$ cat src/rtl/fetch_pc_gen.sv
// Front-end PC generator with in-order fetch tracking, stale-response dropping and a small decode FIFO.
// Optional FETCH_REDIRECT_BYPASS_EN: issue the redirect target request in the same cycle as the redirect.
module fetch_pc_gen #(
    parameter logic [63:0] RESET_PC = 64'h0000_0000_8000_0000,
    parameter int unsigned DEPTH    = 4
) (
    input  logic        clk,
    input  logic        rst_n,
    input  logic        branch_valid_i,
    input  logic        branch_redirect_i,
    input  logic [63:0] branch_redirect_pc_i,
    output logic        flush_o,
    output logic        imem_req_valid_o,
    input  logic        imem_req_ready_i,
    output logic [63:0] imem_req_addr_o,
    input  logic        imem_resp_valid_i,
    input  logic [31:0] imem_resp_inst_i,
    output logic        inst_valid_o,
    input  logic        inst_ready_i,
    output logic [63:0] inst_pc_o,
    output logic [31:0] inst_o
);
    localparam int unsigned PTR_W  = (DEPTH > 1) ? $clog2(DEPTH) : 1;
    localparam int unsigned CNT_W  = PTR_W + 1;
    localparam int unsigned DROP_W = PTR_W + 2;
    localparam int unsigned SUM_W  = DROP_W + 1;

    logic [63:0]       r_pc;
    logic [63:0]       r_resp_pc;
    logic              r_started;
    logic [CNT_W-1:0]  r_out_cnt;
    logic [DROP_W-1:0] r_drop_cnt;
    logic [CNT_W-1:0]  r_fifo_cnt;
    logic [PTR_W-1:0]  r_wr_ptr;
    logic [PTR_W-1:0]  r_rd_ptr;
    logic [63:0]       r_fifo_pc   [DEPTH];
    logic [31:0]       r_fifo_inst [DEPTH];

    logic              w_redirect;
    logic [63:0]       w_target;
    logic              w_credit;
    logic              w_req_fire;
    logic              w_resp_stale;
    logic              w_resp_live;
    logic              w_resp_dec;
    logic              w_push;
    logic              w_pop;
    logic [SUM_W-1:0]  w_drop_sum;
    logic [DROP_W-1:0] w_drop_redir;
    logic              w_unused_lsbs;

    assign w_redirect    = branch_valid_i & branch_redirect_i;
    assign w_target      = {branch_redirect_pc_i[63:2], 2'b00};
    assign w_unused_lsbs = ^branch_redirect_pc_i[1:0];
    assign flush_o       = w_redirect;

    // Live outstanding requests reserve FIFO slots so a response always has room.
    assign w_credit = ((CNT_W+1)'(r_fifo_cnt) + (CNT_W+1)'(r_out_cnt)) < (CNT_W+1)'(DEPTH);

`ifdef FETCH_REDIRECT_BYPASS_EN
    assign imem_req_valid_o = r_started & (w_redirect | w_credit);
    assign imem_req_addr_o  = w_redirect ? w_target : r_pc;
`else
    assign imem_req_valid_o = r_started & w_credit & ~w_redirect;
    assign imem_req_addr_o  = r_pc;
`endif

    assign w_req_fire   = imem_req_valid_o & imem_req_ready_i;
    assign w_resp_stale = imem_resp_valid_i & (r_drop_cnt != '0);
    assign w_resp_live  = imem_resp_valid_i & (r_drop_cnt == '0);
    assign w_push       = w_resp_live & ~w_redirect;
    assign w_pop        = (r_fifo_cnt != '0) & inst_ready_i;

    // Everything in flight becomes stale on redirect; a response this cycle retires one of them.
    assign w_resp_dec   = imem_resp_valid_i & ((r_drop_cnt != '0) | (r_out_cnt != '0));
    assign w_drop_sum   = SUM_W'(r_drop_cnt) + SUM_W'(r_out_cnt) - SUM_W'(w_resp_dec);
    assign w_drop_redir = (w_drop_sum > SUM_W'(2 * DEPTH)) ? DROP_W'(2 * DEPTH)
                                                           : w_drop_sum[DROP_W-1:0];

    assign inst_valid_o = (r_fifo_cnt != '0);
    assign inst_pc_o    = r_fifo_pc[r_rd_ptr];
    assign inst_o       = r_fifo_inst[r_rd_ptr];

    // Fetch address, response PC tracking and outstanding/stale counters.
    always_ff @(posedge clk or negedge rst_n) begin
        if (!rst_n) begin
            r_pc       <= RESET_PC;
            r_resp_pc  <= RESET_PC;
            r_started  <= 1'b0;
            r_out_cnt  <= '0;
            r_drop_cnt <= '0;
        end else begin
            r_started <= 1'b1;
            if (w_redirect) begin
                r_pc       <= w_req_fire ? (w_target + 64'd4) : w_target;
                r_resp_pc  <= w_target;
                r_out_cnt  <= w_req_fire ? CNT_W'(1) : '0;
                r_drop_cnt <= w_drop_redir;
            end else begin
                if (w_req_fire) begin
                    r_pc <= r_pc + 64'd4;
                end
                if (w_push) begin
                    r_resp_pc <= r_resp_pc + 64'd4;
                end
                r_out_cnt  <= r_out_cnt + CNT_W'(w_req_fire) - CNT_W'(w_resp_live);
                r_drop_cnt <= r_drop_cnt - DROP_W'(w_resp_stale);
            end
        end
    end

    // Instruction buffer pointers and occupancy.
    always_ff @(posedge clk or negedge rst_n) begin
        if (!rst_n) begin
            r_wr_ptr   <= '0;
            r_rd_ptr   <= '0;
            r_fifo_cnt <= '0;
        end else if (w_redirect) begin
            r_wr_ptr   <= '0;
            r_rd_ptr   <= '0;
            r_fifo_cnt <= '0;
        end else begin
            if (w_push) begin
                r_wr_ptr <= r_wr_ptr + PTR_W'(1);
            end
            if (w_pop) begin
                r_rd_ptr <= r_rd_ptr + PTR_W'(1);
            end
            r_fifo_cnt <= r_fifo_cnt + CNT_W'(w_push) - CNT_W'(w_pop);
        end
    end

    // Instruction buffer storage.
    always_ff @(posedge clk or negedge rst_n) begin
        if (!rst_n) begin
            for (int unsigned i = 0; i < DEPTH; i++) begin
                r_fifo_pc[i]   <= '0;
                r_fifo_inst[i] <= '0;
            end
        end else if (w_push) begin
            r_fifo_pc[r_wr_ptr]   <= r_resp_pc;
            r_fifo_inst[r_wr_ptr] <= imem_resp_inst_i;
        end
    end
endmodule

$ cat config.mk
export PLATFORM = sky130hd
export DESIGN_NAME = fetch_pc_gen
export DESIGN_NICKNAME = d
export VERILOG_FILES = /design/src/rtl/fetch_pc_gen.sv
export SDC_FILE = /design/constraint.sdc
export NUM_CORES = 1
export LEC_CHECK = 0
export CAP_MARGIN = 30
export CORE_ASPECT_RATIO = 0.5
export CORE_MARGIN = 2
export CORE_UTILIZATION = 35
export DETAILED_ROUTE_END_ITERATION = 7
export DONT_BUFFER_PORTS = 1
export GPL_TIMING_DRIVEN = 0
export HOLD_SLACK_MARGIN = 0.06
export PLACE_DENSITY = 0.49
export SLEW_MARGIN = 20
export SYNTH_ARGS = -nofsm -noshare
export SYNTH_HDL_FRONTEND = slang
export SYNTH_SLANG_ARGS = --single-unit
$ cat constraint.sdc
create_clock -name clk -period 3.2 [get_ports clk]
set_input_delay 0.96 -clock clk [delete_from_list [all_inputs] [get_ports clk]]
set_output_delay 0.96 -clock clk [all_outputs]
set_load 0.03 [all_outputs]
# Yosys cells after proc, flatten, opt, wreduce, memory -nomap -nowiden
# Index checks and enable logic that the tools add are counted.
# Widths: inputs -> output; s select.
# op_classes
n_addsub,13
n_reduce_logical,8
n_bitwise,13
div_mod_pow,0
n_mul,0
mux,26
n_eq_ne,0
shifts,0
n_lt_le_gt_ge,5
# op_table
op,n
$mux 64,8
$bwmux 256,1
$add 64x3->64 const B,3
$bmux 64 s2,1
$bwmux 128,1
$demux 64 s2,1
$mux 32,3
$bmux 32 s2,1
$demux 32 s2,1
$and 1x1->1,9
$mux 2,4
$mux 4,2
$add 3x1->3,2
$ge 3x3->1 const B,2
$mux 3,2
$not 2->3,2
$reduce_bool 2->1,3
$reduce_bool 3->1,2
$sub 3x1->3,2
$add 4x3->5,1
$gt 5x4->1 const B,1
$sub 5x1->5,1
$add 2x1->2 const B,2
$add 3x3->4,1
other kinds (9),9
# word_totals
word_cells,81
input_bits,103
output_inout_bits,163
register_bits,527
mem_bits_rw,0
mem_bits_ro,0
latchBits,0
memories,0

# Longest topological paths before layout
# Gate-level depths: netlist of run 1.
# depth
word_depth,8
mapped_depth,13
mapped_depth_nobuf,12

# Least setup slack after synthesis of run 1
# OpenSTA, ideal clock, no wires.
# synth_path
kind,input -> output
startpoint,input port branch_valid_i
endpoint,output port imem_req_valid_o
n_path_buf,3
arrival_time_ns,2.261
t_required_ns,2.240
path_slack_ns,-0.021
cell_stages,5
cell_sequence,nand2_1 > clkbuf_1 > buf_1 > clkbuf_1 > and3_1
# synth_via
elab_chain_len,3
# synth_rtl
item,line_no,text
"start, declared",9,"input logic branch_valid_i,"
$and 1x1->1,52,assign w_redirect = branch_valid_i & branch_redirect_i;
$not 1->1,64,assign imem_req_valid_o = r_started & w_credit & ~w_redirect;
$and 1x1->1,64,
"end, declared",13,"output logic imem_req_valid_o,"
# Every way passes these cells.

# Final worst setup path of run 1
# Ends and elaborated chain as after synthesis.

==> results.sh, run 1 <==
export IMPL_antenna_found_initial=2
export IMPL_violations="slew limit"
export IMPL_clk_pin_slew_ps=60
export IMPL_dieArea_um2=72800
export IMPL_leakage_nw=12.3
export IMPL_avgSynthCellArea_um2=12.5
export IMPL_cp_end_kind="output pin"
export IMPL_postLayoutCellArea_um2=28300
export IMPL_hp_class="input port to async pin"
export IMPL_totalWireLength_um=74400
export IMPL_seq_area_frac_synth=0.522
export IMPL_finalPower_w=0.0234
export IMPL_cts_sinks=515
export IMPL_dp_cells=2927
export IMPL_crit_path_start_kind="input port"
export IMPL_root_buffer="clkbuf_16"
export IMPL_drc=0
export IMPL_final_common_cell="dfrtp_1"
export IMPL_ant_nets=0
export IMPL_cap_violations=0
export IMPL_htreeDepth=2
export IMPL_synth_area_leaders="dfrtp_1, mux2_2, mux4_2"
export IMPL_yosys_area_top_type="dfrtp_1"
export IMPL_dp_slack_ps=-1290
export IMPL_portBuffers=0
export IMPL_cts_buffers=51
export IMPL_synthFlopType="dfrtp_1"
export IMPL_final_cell_mix="dfrtp_1, mux2_2, nor2_1"
export IMPL_core_um2=69300
export IMPL_path_cells="nand2_2 -> clkbuf_8 -> buf_4 -> clkbuf_4 -> and3_4"
export IMPL_max_stage_delay_ps=300
export IMPL_finalWorstSetupSlack_ps=41.2
export IMPL_worstPathArrival_ps=2200
export IMPL_required_ps=2240
export IMPL_drt_iter0_drc=1088
export IMPL_path_class="input port to output pin"
export IMPL_powerDensity_nw_per_um2=826
export IMPL_layout_min_cycle_time_ps=3160
export IMPL_setup_viol=0
export IMPL_status="finished with violations"
export IMPL_cts_tree="done"
export IMPL_grt_pass1_wl_um=112000
export IMPL_cts_max_path_buffers=3
export IMPL_chipWidth_um=380
export IMPL_place_hpwl_um=51800
export IMPL_whs_ps=111
export IMPL_first_pass_iters=5
export IMPL_grt_pass1_vias=17130
export IMPL_drv_slew=322
export IMPL_grt_overflow=0
export IMPL_via_per_inst=5.51
export IMPL_synthCells=1970
export IMPL_slowest_stage="clkbuf_4"
export IMPL_peakVddDrop_mv=0.429
export IMPL_ys_types=53
export IMPL_grt_usage=0.203
export IMPL_yosysTopAreaCellShare=0.520
export IMPL_drive_gt1_frac=0.308
export IMPL_synthArstFlopShare=1.00
export IMPL_syn_area_um2=24700
export IMPL_gp_congestion=0.828
export IMPL_relSlewSlack=-0.636
export IMPL_dpl_cell_area_um2=26000
export IMPL_clock_skew_ps=20.6
export IMPL_clk_latency_ps=620
export IMPL_fmax_mhz=317
export IMPL_vias=16774
export IMPL_die_height_um=192
export IMPL_crit_path_max_fanout=10
export IMPL_fin_crit_sh=0.987
export IMPL_yosys_warnings=0
export IMPL_hold_viol_final=0
export IMPL_post_drt_wl_per_cell_um=24.4
export IMPL_synth_edf_count=0
export IMPL_layout_nets=2187
export IMPL_pin_count=266
export IMPL_num_rows=68
export IMPL_worst_pin_slew_ps=2450
export IMPL_grt_start_max_net_pins=516
export IMPL_grt_setup_unrepaired="yes"
export IMPL_start_util=0.356
export IMPL_synth_seq_cells=515
export IMPL_area_growth_pct=14.5
export IMPL_layout_cells_non_filler=3044
power by group:
group	switching [W]	total (W)	internal, W
registers	0.00120	0.00916	0.00796
logic	0.00452	0.00800	0.00348
clock network	0.00268	0.00620	0.00352
kinds of logic (layout without fill, tap and decap cells):
kind of cell,count (synthesis),in the layout,share of synthesized area
XOR/XNOR,62,62,0.0220
other,2,6,0.000304
adder cells (fa/ha/maj),24,24,0.0131
AO/OA/AOI/OAI,203,203,0.0512
AND/OR/NAND/NOR,531,531,0.112
multiplexers,459,459,0.252
buffers and inverters,174,299,0.0272
flip-flops,515,515,0.522
critical path, delay by kind of cell:
kind,cells,cell delay [ps]
buffers and inverters,3,770
and+or+nand+nor,2,460
layout make-up:
class | instances | area, um2
Clock buffer | 77 | 1530
Antenna cell | 1 | 2.50
Timing Repair Buffer | 41 | 400
Fill cell | 6570 | 41100
Sequential cell | 515 | 12900
Clock inverter | 14 | 165
Buffer | 132 | 664
Multi-Input combinational cell | 1284 | 11300
Tap cell | 945 | 1180
Inverter | 35 | 135
metrics by stage:
step | utilization | TNS [ps]
floorplan | - | 0
global placement | 0.373 | -202930
detailed placement | 0.375 | -170520
CTS | 0.403 | -558
global route | 0.408 | -216
finish | 0.408 | 0
state kept, by name, indices dropped and copies added (netlist names):
register         cells
r_drop_cnt           4
r_wr_ptr             2
r_resp_pc           62
r_fifo_pc          248
imem_req_addr_o     62
r_rd_ptr             2
r_fifo_cnt           3
r_out_cnt            3
r_fifo_inst        128
r_started            1
final timing paths:
kind	start	to	slack (ps)	cells after the start
setup / recovery	branch_valid_i	imem_req_valid_o	40	5
hold / removal	rst_n	r_fifo_pc[15]	110	0
setup reg to reg	r_drop_cnt[3]	r_drop_cnt[1]	60	12
hold reg to reg	r_fifo_pc[249]	r_fifo_pc[249]	480	2
max in group asynchronous	rst_n	imem_req_addr_o[60]	1210	0
min in group clk	branch_redirect_pc_i[45]	imem_req_addr_o[45]	460	2
metal layers:
metal / vias up / global-route usage / routed length (um)
met5: - / 0 / 0
met4: 0 / 0.0484 / 1530
met3: 85 / 0.0318 / 3120
met2: 294 / 0.350 / 37200
met1: 8896 / 0.268 / 32500
li1: 7499 / - / -
cell usage after synthesis (all sizes together), types with 31 or more instances:
master / count
nand3: 60
a21oi: 61
o21ai: 40
nor3: 45
inv: 35
clkbuf: 102
nor4: 31
mux2: 359
mux4: 94
dfrtp: 513
buf: 37
xnor2: 32
nor2: 127
nand2: 92
nand4: 66
what timing repair did:
| action | 4_1_cts | 5_1_grt |
|---|---|---|
| endpoints found under the setup margin | 162 | 93 |
| buffers inserted | 5 | 24 |
| gates resized for setup | 94 | 22 |
| pin swaps | 1 | 10 |
| cloned | 0 | 1 |
| hold endpoints to repair | 215 | 24 |
(Power assumes the default switching activity.)
==> inputs of run 2 (changes only) <==
--- a/config.mk
+++ b/config.mk
@@ -7,7 +7,6 @@
 export LEC_CHECK = 0
 export CAP_MARGIN = 30
 export CORE_ASPECT_RATIO = 0.5
-export CORE_MARGIN = 2
 export CORE_UTILIZATION = 35
 export DETAILED_ROUTE_END_ITERATION = 7
 export DONT_BUFFER_PORTS = 1
==> results.sh, run 2 (synthesis gave the netlist of run 1 again) <==
export IMPL_whs_ps=108
export IMPL_final_common_cell="dfrtp_1"
export IMPL_grt_pass1_vias=16870
export IMPL_hold_viol_final=0
export IMPL_rrSetupSlack_ps=60
export IMPL_fmax_mhz=318
export IMPL_crit_path_max_fanout=14
export IMPL_layout_min_cycle_time_ps=3150
export IMPL_drive_gt1_frac=0.301
export IMPL_cp_end_kind="output pin"
export IMPL_internal_power_w=0.0150
export IMPL_worstReg2RegStart="r_drop_cnt[3]"
export IMPL_required_ps=2240
export IMPL_first_pass_iters=5
export IMPL_drc=0
export IMPL_power_frac_seq=0.393
export IMPL_fillCellCount=6612
export IMPL_max_stage_delay_ps=290
export IMPL_num_rows=68
export IMPL_fin_crit_sh=0.983
export IMPL_ant_nets=0
export IMPL_status="finished with violations"
export IMPL_dp_cells=2926
export IMPL_portBuffers=0
export IMPL_area_growth_pct=14.1
export IMPL_cts_tree="done"
export IMPL_powerDensity_nw_per_um2=828
export IMPL_finalPower_w=0.0233
export IMPL_place_hpwl_um=51100
export IMPL_antenna_found_initial=4
export IMPL_clk_latency_ps=630
export IMPL_pin_count=266
export IMPL_layout_nets=2174
export IMPL_cap_violations=0
export IMPL_clock_skew_ps=31.0
export IMPL_path_cells="nand2_2 -> clkbuf_4 -> buf_2 -> buf_8 -> and3_4"
export IMPL_grt_setup_unrepaired="yes"
export IMPL_comb_power_share=0.334
export IMPL_path_class="input port to output pin"
export IMPL_core_um2=69300
export IMPL_setup_viol=0
export IMPL_slowest_stage="clkbuf_4"
export IMPL_htreeDepth=2
export IMPL_relSlewSlack=-0.615
export IMPL_rr_endpoint="r_drop_cnt[1]"
export IMPL_layout_cells_non_filler=3027
export IMPL_grt_overflow=0
export IMPL_grt_usage=0.205
export IMPL_hp_class="input port to async pin"
export IMPL_grt_pass1_wl_um=111000
export IMPL_violations="slew limit"
export IMPL_crit_path_start_kind="input port"
export IMPL_worst_pin_slew_ps=2420
export IMPL_p_switching_w=0.00835
export IMPL_gp_congestion=0.852
export IMPL_vias=16691
export IMPL_final_cell_mix="dfrtp_1, mux2_2, nor2_1"
export IMPL_largest_reg_flops=248
export IMPL_grt_start_max_net_pins=516
export IMPL_pwr_share_clk=0.273
export IMPL_cts_sinks=515
export IMPL_largestRegisters="r_fifo_pc (248), r_fifo_inst (128)"
export IMPL_chipWidth_um=378
export IMPL_rr_worst_depth=11
export IMPL_cts_max_path_buffers=3
export IMPL_cts_buffers=51
export IMPL_post_drt_wl_per_cell_um=24.3
export IMPL_leakage_nw=12.3
export IMPL_peakVddDrop_mv=0.471
export IMPL_switching_share=0.358
export IMPL_root_buffer="clkbuf_16"
export IMPL_clk_pin_slew_ps=60
export IMPL_regMostFlops="r_fifo_pc"
export IMPL_antennaDiodeCount=0
export IMPL_start_util=0.356
export IMPL_worstPathArrival_ps=2190
export IMPL_drt_iter0_drc=1322
export IMPL_drv_slew=338
export IMPL_via_per_inst=5.51
export IMPL_totalWireLength_um=73400
export IMPL_dieArea_um2=71600
export IMPL_die_height_um=190
-- run 2: cell count changes in the layout (fill, tap and decap cells not counted), moves of 2 or more --
cell / delta
inv_2: -3
nor4_2: -2
dlygate4sd3_1: -2
clkbuf_1: -2
nor4_1: +2
clkbuf_8: -4
buf_2: +2
inv_1: +3
bufinv_16: +2
buf_4: -12
clkinv_2: +2
-- run 2: worst max path at each step --
stage | end | slack, ps | from | cells past startpoint
finish | imem_req_valid_o | 50 | branch_valid_i | 5
global placement | imem_req_valid_o | -1550 | branch_valid_i | 5
floorplan | imem_req_valid_o | 30 | branch_valid_i | 5
CTS | inst_pc_o[19] | -20 | r_rd_ptr[0] | 4
global route | r_drop_cnt[0] | -40 | r_drop_cnt[3] | 12
detailed placement | imem_req_valid_o | -1240 | branch_valid_i | 6
-- run 2: timing repair --
action                                 CTS  global route
setup endpoints to repair              162            82
gates cloned                             0             0
endpoints found under the hold margin  402            39
buffers inserted                         3            14
resized for setup                       93            18
pin swaps                                1             3
-- run 2: through the flow --
step / utilization / area [um2] / setup slack (ps) / TNS, ps
floorplan: - / 24700 / 30.1 / 0
global placement: 0.373 / 25900 / -1550 / -211550
detailed placement: 0.375 / 26000 / -1240 / -178430
CTS: 0.403 / 27900 / -19.0 / -157
global route: 0.406 / 28200 / -35.3 / -141
finish: 0.406 / 28200 / 53.2 / 0
-- run 2: power groups by stage --
stage,clock (W),combinational [W],sequential [W]
4_1_cts,0.00655,0.00772,0.00914
5_1_grt,0.00682,0.00833,0.00935
2_1_floorplan,0,0.00594,0.00888
3_5_place_dp,0,0.00739,0.00922
6_report,0.00637,0.00780,0.00916
3_3_place_gp,0,0.00726,0.00919
-- run 2: area by class of cell --
class	instances	area, um2	area share
flip-flops and latches	515	12900	0.458
multi-input cells	1284	11300	0.401
clock buffers	71	1490	0.0531
well taps	945	1180	0.0420
plain buffers	133	654	0.0232
repair buffers	27	280	0.00995
clock inverters	17	231	0.00822
inverters	35	135	0.00480
-- run 2: worst max-delay path: cells and delay by family --
| kind | cells | cell delay [ps] |
|---|---|---|
| buffers and inverters | 3 | 790 |
| AND/OR/NAND/NOR | 2 | 440 |
-- run 2: metal layers --
layer	wire [um]	GRT usage	vias to the layer above	share of wire
met3	3080	0.0329	81	0.042
met2	36500	0.350	334	0.50
met5	0	0	-	0
met1	32600	0.273	8819	0.44
met4	1220	0.0472	0	0.017
li1	-	-	7457	-
